<file path="config.mk">
export PLATFORM = sky130hd
export DESIGN_NAME = player_input_sync
export DESIGN_NICKNAME = d
export VERILOG_FILES = /design/src/rtl/player_input_pkg.sv /design/src/rtl/btn_debounce.sv /design/src/rtl/player_input_sync.sv
export SDC_FILE = /design/constraint.sdc
export NUM_CORES = 1
export LEC_CHECK = 0
export BUFFER_PORTS_ARGS = -buffer_cell sky130_fd_sc_hd__buf_2
export CORE_MARGIN = 2
export CORE_UTILIZATION = 45
export CTS_BUF_LIST = sky130_fd_sc_hd__clkbuf_8
export CTS_CLUSTER_SIZE = 30
export DETAILED_ROUTE_END_ITERATION = 10
export HOLD_SLACK_MARGIN = 0.1
export PLACE_DENSITY = 0.69
export SYNTH_ARGS = -nofsm -noshare
export SYNTH_HDL_FRONTEND = slang
export SYNTH_HIERARCHICAL = 1
export SYNTH_SLANG_ARGS = --single-unit
</file>
<file path="constraint.sdc">
create_clock -name clk -period 2.9 [get_ports clk]
set_clock_uncertainty 0.2 [all_clocks]
set_input_delay 0.29 -clock clk [delete_from_list [all_inputs] [get_ports clk]]
set_output_delay 0.29 -clock clk [all_outputs]
set_load 0.02 [all_outputs]
</file>
<file path="src/rtl/player_input_pkg.sv">
// Shared types and constants for the player button input path.
package player_input_pkg;

  localparam int unsigned NUM_PLAYERS = 6;
  localparam int unsigned PLAYER_ID_W = 3;
  localparam int unsigned VALUE_W     = 3;

  typedef struct packed {
    logic [PLAYER_ID_W-1:0] id;
    logic [VALUE_W-1:0]     val;
    logic [NUM_PLAYERS-1:0] mask;
    logic                   multi;
  } press_event_t;

  // Clearing the lowest set bit leaves something only if two or more bits were set.
  function automatic logic more_than_one(input logic [NUM_PLAYERS-1:0] m);
    return (m & (m - NUM_PLAYERS'(1))) != '0;
  endfunction

endpackage

</file>
<file path="src/rtl/btn_debounce.sv">
// One button: 2-flop synchronizer, counting debouncer and registered press (0->1) pulse.
module btn_debounce #(
  parameter int unsigned DEBOUNCE_CYCLES = 4
) (
  input  logic clk_i,
  input  logic rst_i,
  input  logic btn_i,
  output logic press_o
);

  localparam int unsigned CntW = $clog2(DEBOUNCE_CYCLES + 1);

  logic [1:0]      sync_q;
  logic            level_q, level_d;
  logic [CntW-1:0] cnt_q, cnt_d;
  logic            press_q, press_d;

  always_comb begin
    level_d = level_q;
    cnt_d   = '0;
    press_d = 1'b0;
    if (sync_q[1] != level_q) begin
      // The final mismatching cycle flips the level instead of bumping the count.
      if (cnt_q == CntW'(DEBOUNCE_CYCLES - 1)) begin
        level_d = ~level_q;
        press_d = ~level_q;
      end else begin
        cnt_d = cnt_q + CntW'(1);
      end
    end
  end

  always_ff @(posedge clk_i or posedge rst_i) begin
    if (rst_i) begin
      sync_q  <= '0;
      level_q <= 1'b0;
      cnt_q   <= '0;
      press_q <= 1'b0;
    end else begin
      sync_q  <= {sync_q[0], btn_i};
      level_q <= level_d;
      cnt_q   <= cnt_d;
      press_q <= press_d;
    end
  end

  assign press_o = press_q;

endmodule

</file>
<file path="src/rtl/player_input_sync.sv">
// Debounces six player buttons, encodes same-cycle presses into one event and queues
// events in a show-ahead FIFO for the downstream game stage.
module player_input_sync
  import player_input_pkg::*;
#(
  parameter int unsigned DEBOUNCE_CYCLES = 4,
  parameter int unsigned FIFO_DEPTH      = 4
) (
  input  logic       clk,
  input  logic       reset,
  input  logic [5:0] player_clk,
  input  logic [2:0] player1,
  input  logic [2:0] player2,
  input  logic [2:0] player3,
  input  logic [2:0] player4,
  input  logic [2:0] player5,
  input  logic [2:0] player6,
  input  logic       press_ready,
  output logic       press_valid,
  output logic [2:0] press_id,
  output logic [2:0] press_val,
  output logic [5:0] press_mask,
  output logic       multi_press,
  output logic       overflow,
  output logic [2:0] fifo_count
);

  localparam int unsigned PtrW = $clog2(FIFO_DEPTH);
  localparam int unsigned CntW = PtrW + 1;

  logic [NUM_PLAYERS-1:0][VALUE_W-1:0] raw_val, val_meta_q, val_sync_q;
  logic [NUM_PLAYERS-1:0]              press_vec;

  assign raw_val = {player6, player5, player4, player3, player2, player1};

  always_ff @(posedge clk or posedge reset) begin
    if (reset) begin
      val_meta_q <= '0;
      val_sync_q <= '0;
    end else begin
      val_meta_q <= raw_val;
      val_sync_q <= val_meta_q;
    end
  end

  for (genvar i = 0; i < NUM_PLAYERS; i++) begin : g_btn
    btn_debounce #(
      .DEBOUNCE_CYCLES(DEBOUNCE_CYCLES)
    ) u_btn (
      .clk_i  (clk),
      .rst_i  (reset),
      .btn_i  (player_clk[i]),
      .press_o(press_vec[i])
    );
  end

  // Priority encoder: the descending scan leaves the lowest-numbered player in place.
  press_event_t push_evt;
  logic         push;

  always_comb begin
    push_evt       = '0;
    push_evt.mask  = press_vec;
    push_evt.multi = more_than_one(press_vec);
    for (int i = NUM_PLAYERS - 1; i >= 0; i--) begin
      if (press_vec[i]) begin
        push_evt.id  = PLAYER_ID_W'(i + 1);
        push_evt.val = val_sync_q[i];
      end
    end
  end

  assign push = |press_vec;

  press_event_t    mem_q [FIFO_DEPTH];
  press_event_t    head;
  logic [PtrW-1:0] wptr_q, rptr_q;
  logic [CntW-1:0] count_q, count_d;
  logic            overflow_q;
  logic            full, pop, wr_en;

  assign full  = (count_q == CntW'(FIFO_DEPTH));
  assign pop   = press_valid & press_ready;
  // A full queue still accepts a push when the head leaves in the same cycle.
  assign wr_en = push & (~full | pop);

  always_comb begin
    count_d = count_q;
    unique case ({wr_en, pop})
      2'b10:   count_d = count_q + CntW'(1);
      2'b01:   count_d = count_q - CntW'(1);
      default: count_d = count_q;
    endcase
  end

  always_ff @(posedge clk or posedge reset) begin
    if (reset) begin
      wptr_q     <= '0;
      rptr_q     <= '0;
      count_q    <= '0;
      overflow_q <= 1'b0;
    end else begin
      count_q <= count_d;
      if (wr_en) wptr_q <= wptr_q + PtrW'(1);
      if (pop)   rptr_q <= rptr_q + PtrW'(1);
      if (push && full && !pop) overflow_q <= 1'b1;
    end
  end

  always_ff @(posedge clk) begin
    if (wr_en) mem_q[wptr_q] <= push_evt;
  end

  assign head        = mem_q[rptr_q];
  assign press_valid = (count_q != '0);
  assign press_id    = press_valid ? head.id    : '0;
  assign press_val   = press_valid ? head.val   : '0;
  assign press_mask  = press_valid ? head.mask  : '0;
  assign multi_press = press_valid ? head.multi : 1'b0;
  assign overflow    = overflow_q;
  assign fifo_count  = 3'(count_q);

endmodule

</file>
# Word-level counts from Yosys, hierarchy flattened

Memory sizes are Yosys's and may differ from the RTL's.
Cells that the tools add are included.

Register bits after elaboration: 86
RAM bits: 52
Bits of input ports: 27
Output and inout port bits: 18
Logic and storage cells: 128
Memories kept: 1

Memory list:

| name  | depth | bits a word | rd ports | clocked after memory_dff | write ports | line                    | source |
|---|---|---|---|---|---|---|---|
| mem_q | 4     | 13          | 1        | 0                        | 1           | player_input_sync.sv:75 | `press_event_t mem_q [FIFO_DEPTH];` |

Add/subtract/negate cells: 11
Equal/unequal tests: 15
Muxes and demuxes: 37
Bitwise operators: 11
Reductions and logical operators: 13

Operators with widths:

| kind                                                | number |
|---|---|
| 2-to-1 mux 3 bit                                    | 14 |
| 2-to-1 mux 6 bit                                    | 7 |
| adder 3 x 1 -> 3 bit, second input constant         | 7 |
| equality test 3 x 2 -> 1 bit, second input constant | 6 |
| 2-to-1 mux 1 bit                                    | 15 |
| AND reduction 2 bit                                 | 6 |
| inverter 1 bit                                      | 7 |
| AND 6 bit                                           | 1 |
| inequality test 1 bit                               | 6 |
| one-hot mux 3 bit (2 select lines)                  | 1 |
| nonzero test 6 bit                                  | 1 |
| OR reduction 6 bit                                  | 1 |
| subtractor 6 x 1 -> 6 bit, second input constant    | 1 |
| adder 2 x 1 -> 2 bit, second input constant         | 2 |
| equality test 3 bit, second input constant          | 1 |
| nonzero test 3 bit                                  | 1 |
| subtractor 3 x 1 -> 3 bit, second input constant    | 1 |
| AND 1 bit                                           | 2 |
| equality test 2 x 1 -> 1 bit, second input constant | 1 |
| equality test 2 bit, second input constant          | 1 |
| logical AND 1 bit                                   | 2 |
| nonzero test 2 bit                                  | 1 |
| zero test 1 bit                                     | 1 |
| OR 1 bit                                            | 1 |

# Longest topological paths before layout

Word-level depth: 6
Depth in mapped cells: 9
Depth with buffers taken out: 7

# Hierarchy

The synthesis kept the hierarchy.

Modules (own cells, without submodules):

| module            | times used | cells each | area each (µm²) | sequential area each (µm²) |
|---|---|---|---|---|
| player_input_sync | 1          | 228        | 3717.3          | 2662.6 |
| btn_debounce      | 6          | 16         | 260.2           | 175.2 |

# Least setup slack after synthesis

OpenSTA, ideal clock, no wires.

Kind: register to register
Start point: register count_q[2] (netlist: fifo_count[2])
End point: register count_q[2] (netlist: fifo_count[2])
Library setup time: 0.070 ns
Data arrival time: 2.471 ns
Data required time: 2.630 ns
Slack: 0.159 ns
Cell stages (with the launch flop): 10
Path buffers: 3
Period minus slack after synthesis: 2.741 ns
Cells stage by stage: dfrtp_1 -> clkbuf_1 -> or3_1 -> clkbuf_1 -> clkbuf_1 -> nand3_1 -> fa_1 -> or2_2 -> o32ai_1 -> nand3b_1

Longest elaborated chain between the ends: 6
Elaborated cells on any way between the ends: 12
Classes of those cells: 2 x add/sub; 3 x eq/ne; 1 x mux; 4 x bitwise; 2 x reduce/logical

RTL lines:

| element                                                                  | line                     | source |
|---|---|---|
| start: declaration                                                       | player_input_sync.sv:78  | `logic [CntW-1:0] count_q, count_d;` |
| start signal: assignment                                                 | player_input_sync.sv:103 | `count_q <= count_d;` |
| nonzero test 3 bit (*)                                                   | player_input_sync.sv:115 | `assign press_valid = (count_q != '0);` |
| net press_valid                                                          | player_input_sync.sv:19  | `output logic press_valid,` |
| AND 1 bit (*)                                                            | player_input_sync.sv:83  | `assign pop = press_valid & press_ready;` |
| OR 1 bit                                                                 | player_input_sync.sv:85  | `assign wr_en = push & (~full \| pop);` |
| AND 1 bit                                                                | player_input_sync.sv:85  |  |
| equality test 2 x 1 -> 1 bit or equality test 2 bit (tied branches)      | player_input_sync.sv:89  | `unique case ({wr_en, pop})` |
| one-hot mux 3 bit (2 select lines) or nonzero test 2 bit (tied branches) | --                       |  |

The timed path passes the listed nets; every way through them passes the cells marked *.
A chain may end at the register's enable or synchronous reset.

# Worst setup path after layout

Start point: register g_btn[4].u_btn.press_q
End point: register count_q[2] (netlist: fifo_count[2])

Longest elaborated chain between the ends: 4
Elaborated cells on any way between the ends: 6
Classes of those cells: 2 x eq/ne; 1 x mux; 1 x bitwise; 2 x reduce/logical

RTL lines:

| element                                                                  | line                    | source |
|---|---|---|
| start: declaration                                                       | btn_debounce.sv:16      | `logic press_q, press_d;` |
| start signal: assignment                                                 | btn_debounce.sv:43      | `press_q <= press_d;` |
| OR reduction 6 bit (*)                                                   | player_input_sync.sv:73 | `assign push = \|press_vec;` |
| AND 1 bit (*)                                                            | player_input_sync.sv:85 |  |
| equality test 2 x 1 -> 1 bit or equality test 2 bit (tied branches)      | player_input_sync.sv:89 |  |
| one-hot mux 3 bit (2 select lines) or nonzero test 2 bit (tied branches) | --                      |  |

Every way passes the cells marked *; elsewhere a longest branch is shown, timed or not.

==> impl_results.md <==
- Vias: approximately 2800
- Worst slew margin: 40.0%
- Drt drc: 0
- Register Area: 3710 sq um
- Clock Latency Late Sink: between 400 and 500 ps
- Count leader, synth: dfrtp_1
- Clk buf depth: 2
- Endpoints failing setup: 0
- Hold Crit Class: register to register
- Area leader, netlist: dfrtp_1
- Post-DP Area: about 5700 sq um
- Mapped Nets: 362
- Final hold violation count: 0
- Combinational family with the most area after synthesis: simple AND/OR/NAND/NOR gates
- Layout area overhead: 19.6%
- Cell variety after synth: 50
- Remaining global-route overflow: 0
- Routed wire per std cell: around 15 um
- Via/cell ratio: 5.03
- Layout Cells excl Fill: 564
- H-tree depth: 4
- Cell Area, Synth: 5280 sq um
- Post-synthesis compound-gate area fraction: 4.36%
- DRT antenna net count: 0
- # fillers: 898
- Std cell rows: 39
- Register area share after synthesis: 70.3%
- Die area: 12600 sq um
- VDD IR max: approximately 0.0006 V
- Crit path max fanout: 7
- Post-synthesis simple-gate area fraction: between 10% and 20%
- Area occupied by multi-input gates: approximately 1400 sq um
- CP max-delay cell: or4_4
- XOR/XNOR Fraction of Synth Area: 1.49%
- Post-synthesis mux area share: 7.11%
- Initial Util: 46.2%
- Post-cts sizing count: 0
- Pleak: 0.00267 uW
- CP Cell Sequence: or4_4 > nor3_4 > nand3_1 > fa_1 > or2_2 > o32ai_1 > nand3b_1
- Kind of end point of the critical path: register
- Worst-Margin Slew: 899 ps
- Number of DRC markers in iteration 0: 107
- CTS Buf Count: 17
- FMAX: between 300 and 400 MHz
- Fin crit period: 2770 ps
- GR Util All Layers: between 10% and 20%
- Max-Cap Viols: 0
- Ys Warns: 6
- CTS root buffer: clkbuf_8
- Setup TNS Final: 0 ps
- Cells after Synth: 324
- WP data required: 3060 ps
- Hold slack: 150 ps
- EDFF count, synth: 52
- ANT cells: 0
- Die height: 112 um
- Design area: approximately 6300 sq um
- Drt pass-1 iters: 4
- Period Utilization, post-route: ~96%
- Clock sink total: 138
- Synth cell count leaders: dfrtp_1, edfxtp_1, and2_1
- Max incr delay on CP: 590 ps
- Post-Place Cells: 506
- Total core area: 11400 sq um
- DRT Wirelength: 8690 um
- Setup crit start kind: register
- Adder-Cell Fraction of Synth Area: between 2 and 3%
- Die X: ~110 um
- CTS tree: done
- RSZ-0062 raised after global routing: false
- Synthesized flop and latch total: around 140
- # IOs: 45
- Largest net degree at the start of global routing: 45
- Top post-synthesis cells by area: dfrtp_1, edfxtp_1, mux4_2
- Synth Flop Type: dfrtp_1
- Worst-path clk slew: around 80 ps
- Initial antenna violation count: 0
- First-pass GRT wire length: 14700 um
- Status: finished clean
- Share of the synthesized area in the top cell type: 40.8%
- Max-slew violations: 0
- Final nets: 446
- WP data arrival: between 2000 and 3000 ps
- Vias in the first global route: 2975
- Critical path type: register to register
- Syn_area_per_cell: 16.3 sq um
- # Post-CTS Setup Buffers: 0
- Power Dens Cells: 890 nW/um^2
- GP Congestion: 0.778
- DPL Wire Length: just under 6000 um
- Share of layout cells above drive strength 1: between 30% and 40%
- Post-synth ARST share: 62.3%
- # port buffers: 44
## worst paths after layout
kind | start | to | slack [ps] | depth (start not counted)
worst max-delay path | g_btn[4].u_btn/press_o | fifo_count[2] | 130 | 7
worst min-delay path | g_btn[1].u_btn/sync_q[0] | g_btn[1].u_btn/sync_q[1] | 150 | 0
worst max register to register | g_btn[4].u_btn/press_o | fifo_count[2] | 130 | 7
worst min register to register | g_btn[1].u_btn/sync_q[0] | g_btn[1].u_btn/sync_q[1] | 150 | 0
max in group asynchronous | reset | val_sync_q[12] | 1460 | 3
min in group asynchronous | reset | g_btn[2].u_btn/sync_q[0] | 200 | 3
## kinds of logic (layout without fill, tap and decap cells)
family                     Yosys count  in the layout
AOI/OAI and AO/OA                   35             35
muxes                               20             20
buffers and inverters               28            125
xor gates and xnor gates             9              9
adders and majority gates           12             12
and+or+nand+nor                     82             82
DFF                                138            138
## area by class of cell
type	count	share of cell area, %
tap	143	2.84
clock inverter	13	1.84
sequential	138	58.8
inverter	16	0.952
timing repair buffer	77	8.45
clock buffer	19	4.14
multi-input combinational	158	22.9
## cell usage in the layout (no fill, tap or decap), types with 10 or more instances in the layout
cell	count
ha_1	10
dfrtp_1	86
buf_2	44
mux4_2	13
edfxtp_1	52
a21oi_1	11
inv_1	15
and2_1	17
nand2_1	12
clkbuf_8	19
dlygate4sd3_1	26
## state kept, by name, summed over array words and instances (netlist names)
| name | cells |
|---|---|
| fifo_count | 3 |
| g_btn.u_btn/cnt_q | 18 |
| g_btn.u_btn/level_q | 6 |
| g_btn.u_btn/press_o | 6 |
| g_btn.u_btn/sync_q | 12 |
| mem_q | 52 |
| overflow | 1 |
| rptr_q | 2 |
| val_meta_q | 18 |
| val_sync_q | 18 |
| wptr_q | 2 |
## metrics by stage
step	utilization, %	worst slack [ps]	power, uW
after floorplan	-	159	3760
after global placement	49.7	306	4130
after detailed placement	49.7	234	4200
after CTS	55.3	151	5680
after global routing	55.3	10.8	5950
final	55.3	130	5620
## layer usage
layer	track usage, %	share of wire, %
met4	5.37	0.89
met2	24.6	51
met5	0	0
met3	4.10	4.3
met1	20.0	44
## where the power goes
group | leakage (uW) | total [uW] | internal (uW) | switching, uW
clock network | 0.000191 | 1450 | 729 | 719
registers | 0.00155 | 2550 | 2340 | 209
logic | 0.000933 | 1620 | 770 | 849
## worst max-delay path: cells and delay by family (launching register included)
family                   cells  cell delay, ps
AO/OA/AOI/OAI                1             210
adder cells (fa/ha/maj)      1             440
flip-flops                   1             390
AND/OR/NAND/NOR              5            1460
## timing repair
action | 4_1_cts | 5_1_grt
endpoints found under the setup margin | 0 | 0
hold endpoints to repair | 112 | 0
hold buffers | 26 | 0
Power figures use the tool's default switching activity.
